[config.mk]
export PLATFORM = sky130hd
export DESIGN_NAME = replacement_engine
export DESIGN_NICKNAME = d
export VERILOG_FILES = /design/src/rtl/replacement_engine.sv
export SDC_FILE = /design/constraint.sdc
export NUM_CORES = 2
export LEC_CHECK = 0
export ABC_AREA = 1
export BUFFER_PORTS_ARGS = -buffer_cell sky130_fd_sc_hd__buf_4
export CORE_MARGIN = 2
export CORE_UTILIZATION = 25
export CTS_CLUSTER_DIAMETER = 150
export DETAILED_ROUTE_END_ITERATION = 16
export GPL_ROUTABILITY_DRIVEN = 0
export SYNTH_ARGS = -nofsm -noshare
export SYNTH_HDL_FRONTEND = slang
export SYNTH_SLANG_ARGS = --single-unit
[constraint.sdc]
create_clock -name clk -period 5.2 [get_ports clk]
set_input_delay 1.04 -clock clk [delete_from_list [all_inputs] [get_ports clk]]
set_output_delay 1.04 -clock clk [all_outputs]
set_load 0.02 [all_outputs]
[src/rtl/replacement_engine.sv]
// replacement_engine: per-set victim selection (LRU, PLRU_mru, PLRU_tree, random) with invalid-first, lock masking and init sweep
module replacement_engine #(
  parameter int N_WAYS = 8,
  parameter int LINE_OFF_W = 7,
  parameter int NWAY_W = $clog2(N_WAYS),
  parameter int REP_POLICY = 3,
  parameter logic [15:0] LFSR_SEED = 16'hACE1
) (
  input  logic                  clk,
  input  logic                  reset,
  input  logic                  init_req,
  output logic                  busy,
  input  logic                  sel_req,
  input  logic [LINE_OFF_W-1:0] sel_addr,
  input  logic [N_WAYS-1:0]     valid_ways,
  input  logic [N_WAYS-1:0]     lock_ways,
  output logic                  sel_ack,
  output logic [N_WAYS-1:0]     way_select,
  output logic [NWAY_W-1:0]     way_select_bin,
  output logic                  all_locked,
  input  logic                  upd_en,
  input  logic [LINE_OFF_W-1:0] upd_addr,
  input  logic [N_WAYS-1:0]     upd_way
);
  localparam int DEPTH = 2 ** LINE_OFF_W;
  localparam int WW = N_WAYS * NWAY_W;
  localparam int EW = REP_POLICY == 0 ? WW : REP_POLICY == 1 ? N_WAYS : REP_POLICY == 3 ? N_WAYS - 1 : 1;

  // Entries are handled at the widest (LRU) width internally and truncated on store.
  function automatic logic [WW-1:0] init_val();
    logic [WW-1:0] v;
    v = '0;
    if (REP_POLICY == 0)
      for (int i = 0; i < N_WAYS; i++) v[i*NWAY_W +: NWAY_W] = NWAY_W'(i);
    return v;
  endfunction

  localparam logic [WW-1:0] RST_W = init_val();
  localparam logic [EW-1:0] RST_VAL = RST_W[EW-1:0];

  function automatic logic [NWAY_W-1:0] lowest(input logic [N_WAYS-1:0] m);
    logic [NWAY_W-1:0] v;
    v = '0;
    for (int i = N_WAYS - 1; i >= 0; i--) if (m[i]) v = NWAY_W'(i);
    return v;
  endfunction

  function automatic logic [NWAY_W-1:0] lru_victim(input logic [WW-1:0] s, input logic [N_WAYS-1:0] c);
    logic [NWAY_W-1:0] best, v;
    logic found;
    best = '1;
    v = '0;
    found = 1'b0;
    for (int i = 0; i < N_WAYS; i++)
      if (c[i] && (!found || s[i*NWAY_W +: NWAY_W] < best)) begin
        best = s[i*NWAY_W +: NWAY_W];
        v = NWAY_W'(i);
        found = 1'b1;
      end
    return v;
  endfunction

  function automatic logic [NWAY_W-1:0] mru_victim(input logic [WW-1:0] s, input logic [N_WAYS-1:0] c);
    logic [N_WAYS-1:0] z;
    z = c & ~s[N_WAYS-1:0];
    return |z ? lowest(z) : lowest(c);
  endfunction

  // Heap-ordered tree: node n has children 2n+1 (bit 0) and 2n+2 (bit 1).
  function automatic logic [NWAY_W-1:0] tree_victim(input logic [WW-1:0] s, input logic [N_WAYS-1:0] c);
    int n;
    logic [NWAY_W-1:0] t;
    n = 0;
    for (int l = 0; l < NWAY_W; l++) n = 2 * n + 1 + int'(s[n]);
    t = NWAY_W'(n - (N_WAYS - 1));
    return c[t] ? t : lowest(c);
  endfunction

  function automatic logic [NWAY_W-1:0] rnd_victim(input logic [NWAY_W-1:0] r, input logic [N_WAYS-1:0] c);
    logic [NWAY_W-1:0] v, idx;
    logic found;
    v = r;
    found = c[r];
    for (int k = 1; k < N_WAYS; k++) begin
      idx = r + NWAY_W'(k);
      if (!found && c[idx]) begin
        v = idx;
        found = 1'b1;
      end
    end
    return v;
  endfunction

  function automatic logic [WW-1:0] lru_next(input logic [WW-1:0] s, input logic [NWAY_W-1:0] w);
    logic [WW-1:0] v;
    logic [NWAY_W-1:0] o, r;
    o = s[w*NWAY_W +: NWAY_W];
    v = s;
    for (int i = 0; i < N_WAYS; i++) begin
      r = s[i*NWAY_W +: NWAY_W];
      v[i*NWAY_W +: NWAY_W] = NWAY_W'(i) == w ? NWAY_W'(N_WAYS - 1) : r > o ? r - NWAY_W'(1) : r;
    end
    return v;
  endfunction

  function automatic logic [WW-1:0] mru_next(input logic [WW-1:0] s, input logic [N_WAYS-1:0] oh);
    logic [N_WAYS-1:0] m;
    m = s[N_WAYS-1:0] | oh;
    return WW'(&m ? oh : m);
  endfunction

  function automatic logic [WW-1:0] tree_next(input logic [WW-1:0] s, input logic [NWAY_W-1:0] w);
    logic [WW-1:0] t;
    logic b;
    int n;
    t = s;
    n = 0;
    for (int l = 0; l < NWAY_W; l++) begin
      b = w[NWAY_W-1-l];
      t[n] = ~b;
      n = 2 * n + 1 + int'(b);
    end
    return t;
  endfunction

  typedef enum logic {IDLE, INIT} state_t;

  state_t state;
  logic [LINE_OFF_W-1:0] cnt;
  logic [15:0] lfsr;
  logic [EW-1:0] st [DEPTH];
  logic [WW-1:0] cur, old, nxt;
  logic [N_WAYS-1:0] cand, inv;
  logic [NWAY_W-1:0] pv, vb, uw;
  logic al, upd_ok;

  always_comb begin
    cur = WW'(st[sel_addr]);
    old = WW'(st[upd_addr]);
    cand = ~lock_ways;
    inv = cand & ~valid_ways;
    pv = REP_POLICY == 0 ? lru_victim(cur, cand) :
         REP_POLICY == 1 ? mru_victim(cur, cand) :
         REP_POLICY == 3 ? tree_victim(cur, cand) : rnd_victim(lfsr[NWAY_W-1:0], cand);
    vb = |inv ? lowest(inv) : pv;
    al = ~|cand;
    uw = lowest(upd_way);
    upd_ok = upd_en && $onehot(upd_way);
    nxt = REP_POLICY == 0 ? lru_next(old, uw) :
          REP_POLICY == 1 ? mru_next(old, upd_way) :
          REP_POLICY == 3 ? tree_next(old, uw) : old;
  end

  always_ff @(posedge clk or negedge reset)
    if (!reset) begin
      state <= IDLE;
      cnt <= '0;
      busy <= 1'b0;
      sel_ack <= 1'b0;
      way_select <= '0;
      way_select_bin <= '0;
      all_locked <= 1'b0;
      lfsr <= LFSR_SEED;
      for (int i = 0; i < DEPTH; i++) st[i] <= RST_VAL;
    end else begin
      lfsr <= {1'b0, lfsr[15:1]} ^ (lfsr[0] ? 16'hB400 : 16'h0000);
      sel_ack <= 1'b0;
      if (state == IDLE) begin
        if (upd_ok) st[upd_addr] <= nxt[EW-1:0];
        if (init_req) begin
          state <= INIT;
          busy <= 1'b1;
        end else if (sel_req) begin
          sel_ack <= 1'b1;
          all_locked <= al;
          way_select_bin <= al ? '0 : vb;
          way_select <= al ? '0 : N_WAYS'(1) << vb;
        end
      end else begin
        st[cnt] <= RST_VAL;
        cnt <= cnt + LINE_OFF_W'(1);
        if (cnt == LINE_OFF_W'(DEPTH - 1)) begin
          state <= IDLE;
          busy <= 1'b0;
        end
      end
    end
endmodule

# ---- Yosys cells after proc, flatten, opt, wreduce, memory -nomap -nowiden
# Index checks and enable logic that the tools add are counted.
dict set report word_totals {
  inputBits 43
  output_inout_bits 14
  register_bits 918
}
dict set report op_classes {
  n_mux 64
  eq_ne 3
  bitwise 13
  reduce_logical 12
  shifts 1
  n_addsub 17
  n_lt_le_gt_ge 12
}
# op count
set op_table {}
lappend op_table {{$mux 896} 2}
lappend op_table {{$and 896x896->896} 1}
lappend op_table {{$bwmux 896} 1}
lappend op_table {{$not 896->896} 1}
lappend op_table {{$bmux 7 s7} 2}
lappend op_table {{$demux 7 s7} 2}
lappend op_table {{$mux 3} 27}
lappend op_table {{$bwmux 24} 2}
lappend op_table {{$mux 7} 6}
lappend op_table {{$ge 8x8->1 const B} 3}
lappend op_table {{$not 7->8} 3}
lappend op_table {{$lt 8x1->1 const B} 2}
lappend op_table {{$mux 1} 16}
lappend op_table {{$not 8->8} 2}
lappend op_table {{$reduce_or 8->1} 2}
lappend op_table {{$lt 2x6->1 const B} 2}
lappend op_table {{$lt 5x6->1 const B} 2}
lappend op_table {{$add 4x1->5} 2}
lappend op_table {{$bmux 1 s5} 2}
lappend op_table {{$demux 1 s5} 2}
lappend op_table {{$add 1x1->2} 4}
lappend op_table {{$add 3x1->4 const B} 2}
lappend op_table {{$and 8x8->8} 1}
lappend op_table {{$mux 8} 1}
lappend op_table {{other kinds (21)} 32}

# ---- Logic depth before layout (Yosys ltp)
dict set report depth {
  depth_word 20
  mapped_depth 28
  mapped_depth_nobuf 25
}

# ---- Worst setup path before layout
# OpenSTA, ideal clock, no wires.
dict set report synth_timing {
  kind {input -> register}
  startpoint {in upd_way[0]}
  endpoint {reg st[100] (netlist bit)}
  stages 16
  setup_time_ns 0.083
  arrival_ns 4.731
  setup_slack_ns 0.386
  path_buffers 2
  cell_sequence {fa_1 inv_1 fa_1 fa_1 inv_1 ha_1 inv_1 fa_1 o2111a_1 nand2_1 clkbuf_1 buf_1 nor2_1 inv_1 o21ai_1 o22ai_1}
}
dict set report synth_via {
  elab_chain_len 12
  elab_cells_between_ends 27
  cone_classes {add/sub: 6; order compare: 4; eq/ne: 1; mux: 10; bitwise: 2; reduce/logical: 4}
}
# element line_no
set synth_lines {}
lappend synth_lines {{start: declaration} 23} ;# input logic [N_WAYS-1:0] upd_way
lappend synth_lines {{$mux 3} 44} ;# for (int i = N_WAYS - 1; i >= 0; i--) if (m[i]) v = NWAY_W'(i);
lappend synth_lines {{$add 1x1->2} 121} ;# n = 2 * n + 1 + int'(b);
lappend synth_lines {{$add 3x1->4} 121}
lappend synth_lines {{$add 4x1->5} 121}
lappend synth_lines {{$lt 5x6->1 (implied by the code) / $ge 5x1->1 (equally long branches)} 120} ;# t[n] = ~b;
lappend synth_lines {{$logic_and 1x1->1 (implied by the code)} 120}
lappend synth_lines {{$mux 1 (implied by the code)} 120}
lappend synth_lines {{$demux 1 s5} 120}
lappend synth_lines {{$bwmux 24} 120}
lappend synth_lines {{$bwmux 896} 169} ;# if (upd_ok) st[upd_addr] <= nxt[EW-1:0];
lappend synth_lines {{$mux 896} 169}
lappend synth_lines {{$mux 896} 168} ;# if (state == IDLE) begin
lappend synth_lines {{end signal: indexed assignment} 169}
lappend synth_lines {{end: declaration} 131} ;# logic [EW-1:0] st [DEPTH];
# Parallel ways exist; a longest one is shown, timed or not. The select of a mux whose other input is x is not followed.
# A chain may end at the register's enable or synchronous reset.

# ---- Worst setup path after layout
dict set report layout_timing {
  startpoint {in upd_way[0]}
  endpoint {reg st[485] (netlist bit)}
}
# Same word-level chain as after synthesis.

==> results.json <==
{
  "maxCapViolCount": 0,
  "ios": 57,
  "start_kind": "input pin",
  "syn_area_mm2": 0.0512,
  "slew_violations": 0,
  "synth-xor-area-share": 0.000342,
  "overflow": 0,
  "drive_above_1_share": 0.126,
  "dpl.cell_count": 9900,
  "syn_to_final_growth_pct": 22.3,
  "syn_area_per_cell_um2": 7.38,
  "critPathMaxStageDelay_ns": 0.53,
  "synthesis.nets": 6985,
  "status": "completed",
  "worst-endpoint-required_ns": 5.87,
  "crit_chain": "buf_4, fa_1, inv_1, fa_1, fa_1, inv_1, ha_1, inv_1, fa_1, buf_4, o2111a_1, nand2_2, buf_12, buf_4, nor2_1, inv_1, buf_4, nor2_1, buf_4, inv_2, nand2_1, o22ai_1",
  "switching_share": 0.295,
  "core_mm2": 0.204,
  "yosys.area_share.simple": 0.238,
  "dieArea_mm2": 0.208,
  "clock-sinks": 918,
  "hold_buffers": 0,
  "fmax_ghz": 0.200,
  "synth-main-ff-cell": "dfrtp_1",
  "pwr-share-comb": 0.135,
  "crit_top_cell": "buf_4",
  "clk_pin_slew_ns": 0.06,
  "initial_core_util": 0.251,
  "hold_viol_final": 0,
  "cp-end-kind": "flop",
  "synth_compound_gate_area_share": 0.198,
  "postLayoutCoreUtil": 0.307,
  "critPathArrivalTime_ns": 5.69,
  "seq_area_frac_synth": 0.449,
  "synthAdderAreaFrac": 0.00254,
  "drc": 0,
  "fin_crit_sh": 0.964,
  "worstPathMaxFanout": 9,
  "final_common_cell": "nand2_1",
  "wl_per_cell_um": 25.0,
  "cts_buffers": 106,
  "grt_pass1_vias": 54300,
  "async_flop_share": 1.00,
  "powerDensity_mw_per_mm2": 279,
  "crit_buf_inv": 11,
  "ir_worst_vdd_mv": 0.279,
  "crit_family": "adder cells",
  "vias_per_cell": 5.62,
  "die_x_um": 456,
  "dpl_cell_area_mm2": 0.0589,
  "switchingPower_uw": 5160,
  "die_h_um": 456,
  "grt_antenna_before_repair": 13,
  "drtIter0Drc": 9524,
  "ys_ff_latch": 918,
  "post-route-min-period_ns": 5.01,
  "p_total_uw": 17500,
  "synth_edf_count": 0,
  "cts_tree": "yes",
  "muxShareOfSynthArea": 0,
  "post-dp-hpwl_mm": 175,
  "rows": 166,
  "vias": 56900,
  "post-cts-setup-buffers": 0,
  "grt_usage": 0.234,
  "cts_max_level": 3,
  "antenna_left": 0,
  "worstSkewPairLatency_ns": 0.82,
  "clock-root-buffer": "clkbuf_16",
  "ys_warn_count": 0,
  "p_int_uw": 12300,
  "portBuffers": 56,
  "clockPowerShare": 0.456,
  "seq_power_share": 0.409,
  "finClkSkew_ns": 0.0689,
  "design_area_mm2": 0.0626,
  "nets": 7371,
  "synth_cells": 6934,
  "critPathSlowestCell": "fa_1",
  "setup.worst_path.class": "in -> reg",
  "hold_path.class": "in -> async",
  "drt-total-wl_mm": 253,
  "ff2ff_setup_slack_ns": 1.18,
  "rsz0062_at_grt": "no",
  "max-slew-margin-rel": 0.110,
  "max-clock-path-buffers": 3,
  "synth_cell_types": 49,
  "synth_top_family_by_area": "simple AND/OR/NAND/NOR gates",
  "setup_viol": 0,
  "layout_common_cells": "nand2_1, inv_1, dfrtp_1, nand3_1, o22ai_1",
  "layoutNonFillerInstCount": 10100,
  "grt_pass1_wl_mm": 367,
  "worstMarginPinSlew_ns": 1.33,
  "drt_first_pass_iters": 8,
  "leakage_uw": 0.0275,
  "cts-resized-gates": 0,
  "grt_max_degree": 137
}
[worst paths after layout]
check                           depth (start not counted)                         to                 startpoint
worst max-delay path                                   22        st[485]$_DFFE_PN0P_                 upd_way[0]
worst min register to register                          2  way_select[7]$_DFFE_PN0P_  way_select[7]$_DFFE_PN0P_
worst min-delay path                                    1        st[541]$_DFFE_PN0P_                      reset
worst max register to register                          6        st[533]$_DFFE_PN0P_            state$_DFF_PN0_
max in group asynchronous                               2        st[378]$_DFFE_PN0P_                      reset
min in group clk                                        2  way_select[7]$_DFFE_PN0P_  way_select[7]$_DFFE_PN0P_
[worst reg2reg max path, delay by kind of cell (launching register included)]
family / cells / cell delay [ns]
AO/OA/AOI/OAI: 2 / 0.69
buffers and inverters: 3 / 1.51
flip-flops: 1 / 0.80
AND/OR/NAND/NOR: 1 / 0.87
[area by class of cell]
cell class              instances  area [µm²]
repair buffers                693        6230
flip-flops and latches        918       23000
diodes                         16        40.0
multi-input cells            4623       22600
fillers                     21700      141000
clock inverters                53         681
well taps                    2688        3360
inverters                     978        3700
clock buffers                 143        2970
[state kept, by name, summed over array words and instances (netlist names)]
| signal | count |
|---|---|
| cnt | 7 |
| state | 1 |
| busy | 1 |
| all_locked | 1 |
| st | 896 |
| way_select_bin | 3 |
| sel_ack | 1 |
| way_select | 8 |
[routing by layer]
layer,share of wire,global-route usage,vias to the layer above
li1,-,-,24200
met1,0.37,0.301,27100
met2,0.41,0.333,4460
met3,0.14,0.0779,1029
met4,0.075,0.153,9
met5,0.00065,0.00390,-
[synthesized netlist by cell type (all sizes together) (6+ instances only)]
cell type / count / area, µm²
dfrtp: 918 / 23000
buf: 304 / 1670
nor3: 37 / 185
clkinv: 22 / 82.6
a221oi: 46 / 403
o21ai: 659 / 3300
nand2: 1610 / 6060
a31oi: 9 / 56.3
o2111ai: 28 / 245
clkbuf: 111 / 418
nand3: 911 / 4580
o22ai: 669 / 4190
nor4: 6 / 37.5
a22oi: 46 / 345
a21oi: 183 / 920
inv: 956 / 3590
o41ai: 43 / 377
nand4: 15 / 93.8
o211ai: 7 / 52.6
nor2: 312 / 1180
[cell families (layout without fill, tap and decap cells)]
family	count (synthesis)	in the layout
AO/OA/AOI/OAI	1719	1719
XOR/XNOR	2	2
adder cells (fa/ha/maj)	8	8
buffers and inverters	1393	1867
flip-flops	918	918
other	0	16
AND/OR/NAND/NOR	2894	2894
[stage by stage]
stage / TNS (ns) / setup slack [ns] / hold slack [ns]
after floorplan: 0 / 0.386 / 0.453
final: 0 / 0.188 / 0.239
after global placement: -107.46 / -0.520 / 0.465
after CTS: 0 / 0.319 / 0.278
after global routing: 0 / 0.0845 / 0.305
after detailed placement: -98.71 / -0.473 / 0.466
[power groups by stage]
| stage | clock [µW] | sequential, µW | combinational, µW |
|---|---|---|---|
| finish | 7960 | 7150 | 2360 |
| global route | 8280 | 7150 | 2390 |
| CTS | 7980 | 7150 | 2240 |
| detailed placement | 0 | 7280 | 2230 |
| global placement | 0 | 7280 | 2230 |
| floorplan | 0 | 7280 | 1010 |
No activity file was read; power rests on OpenSTA's default activity.
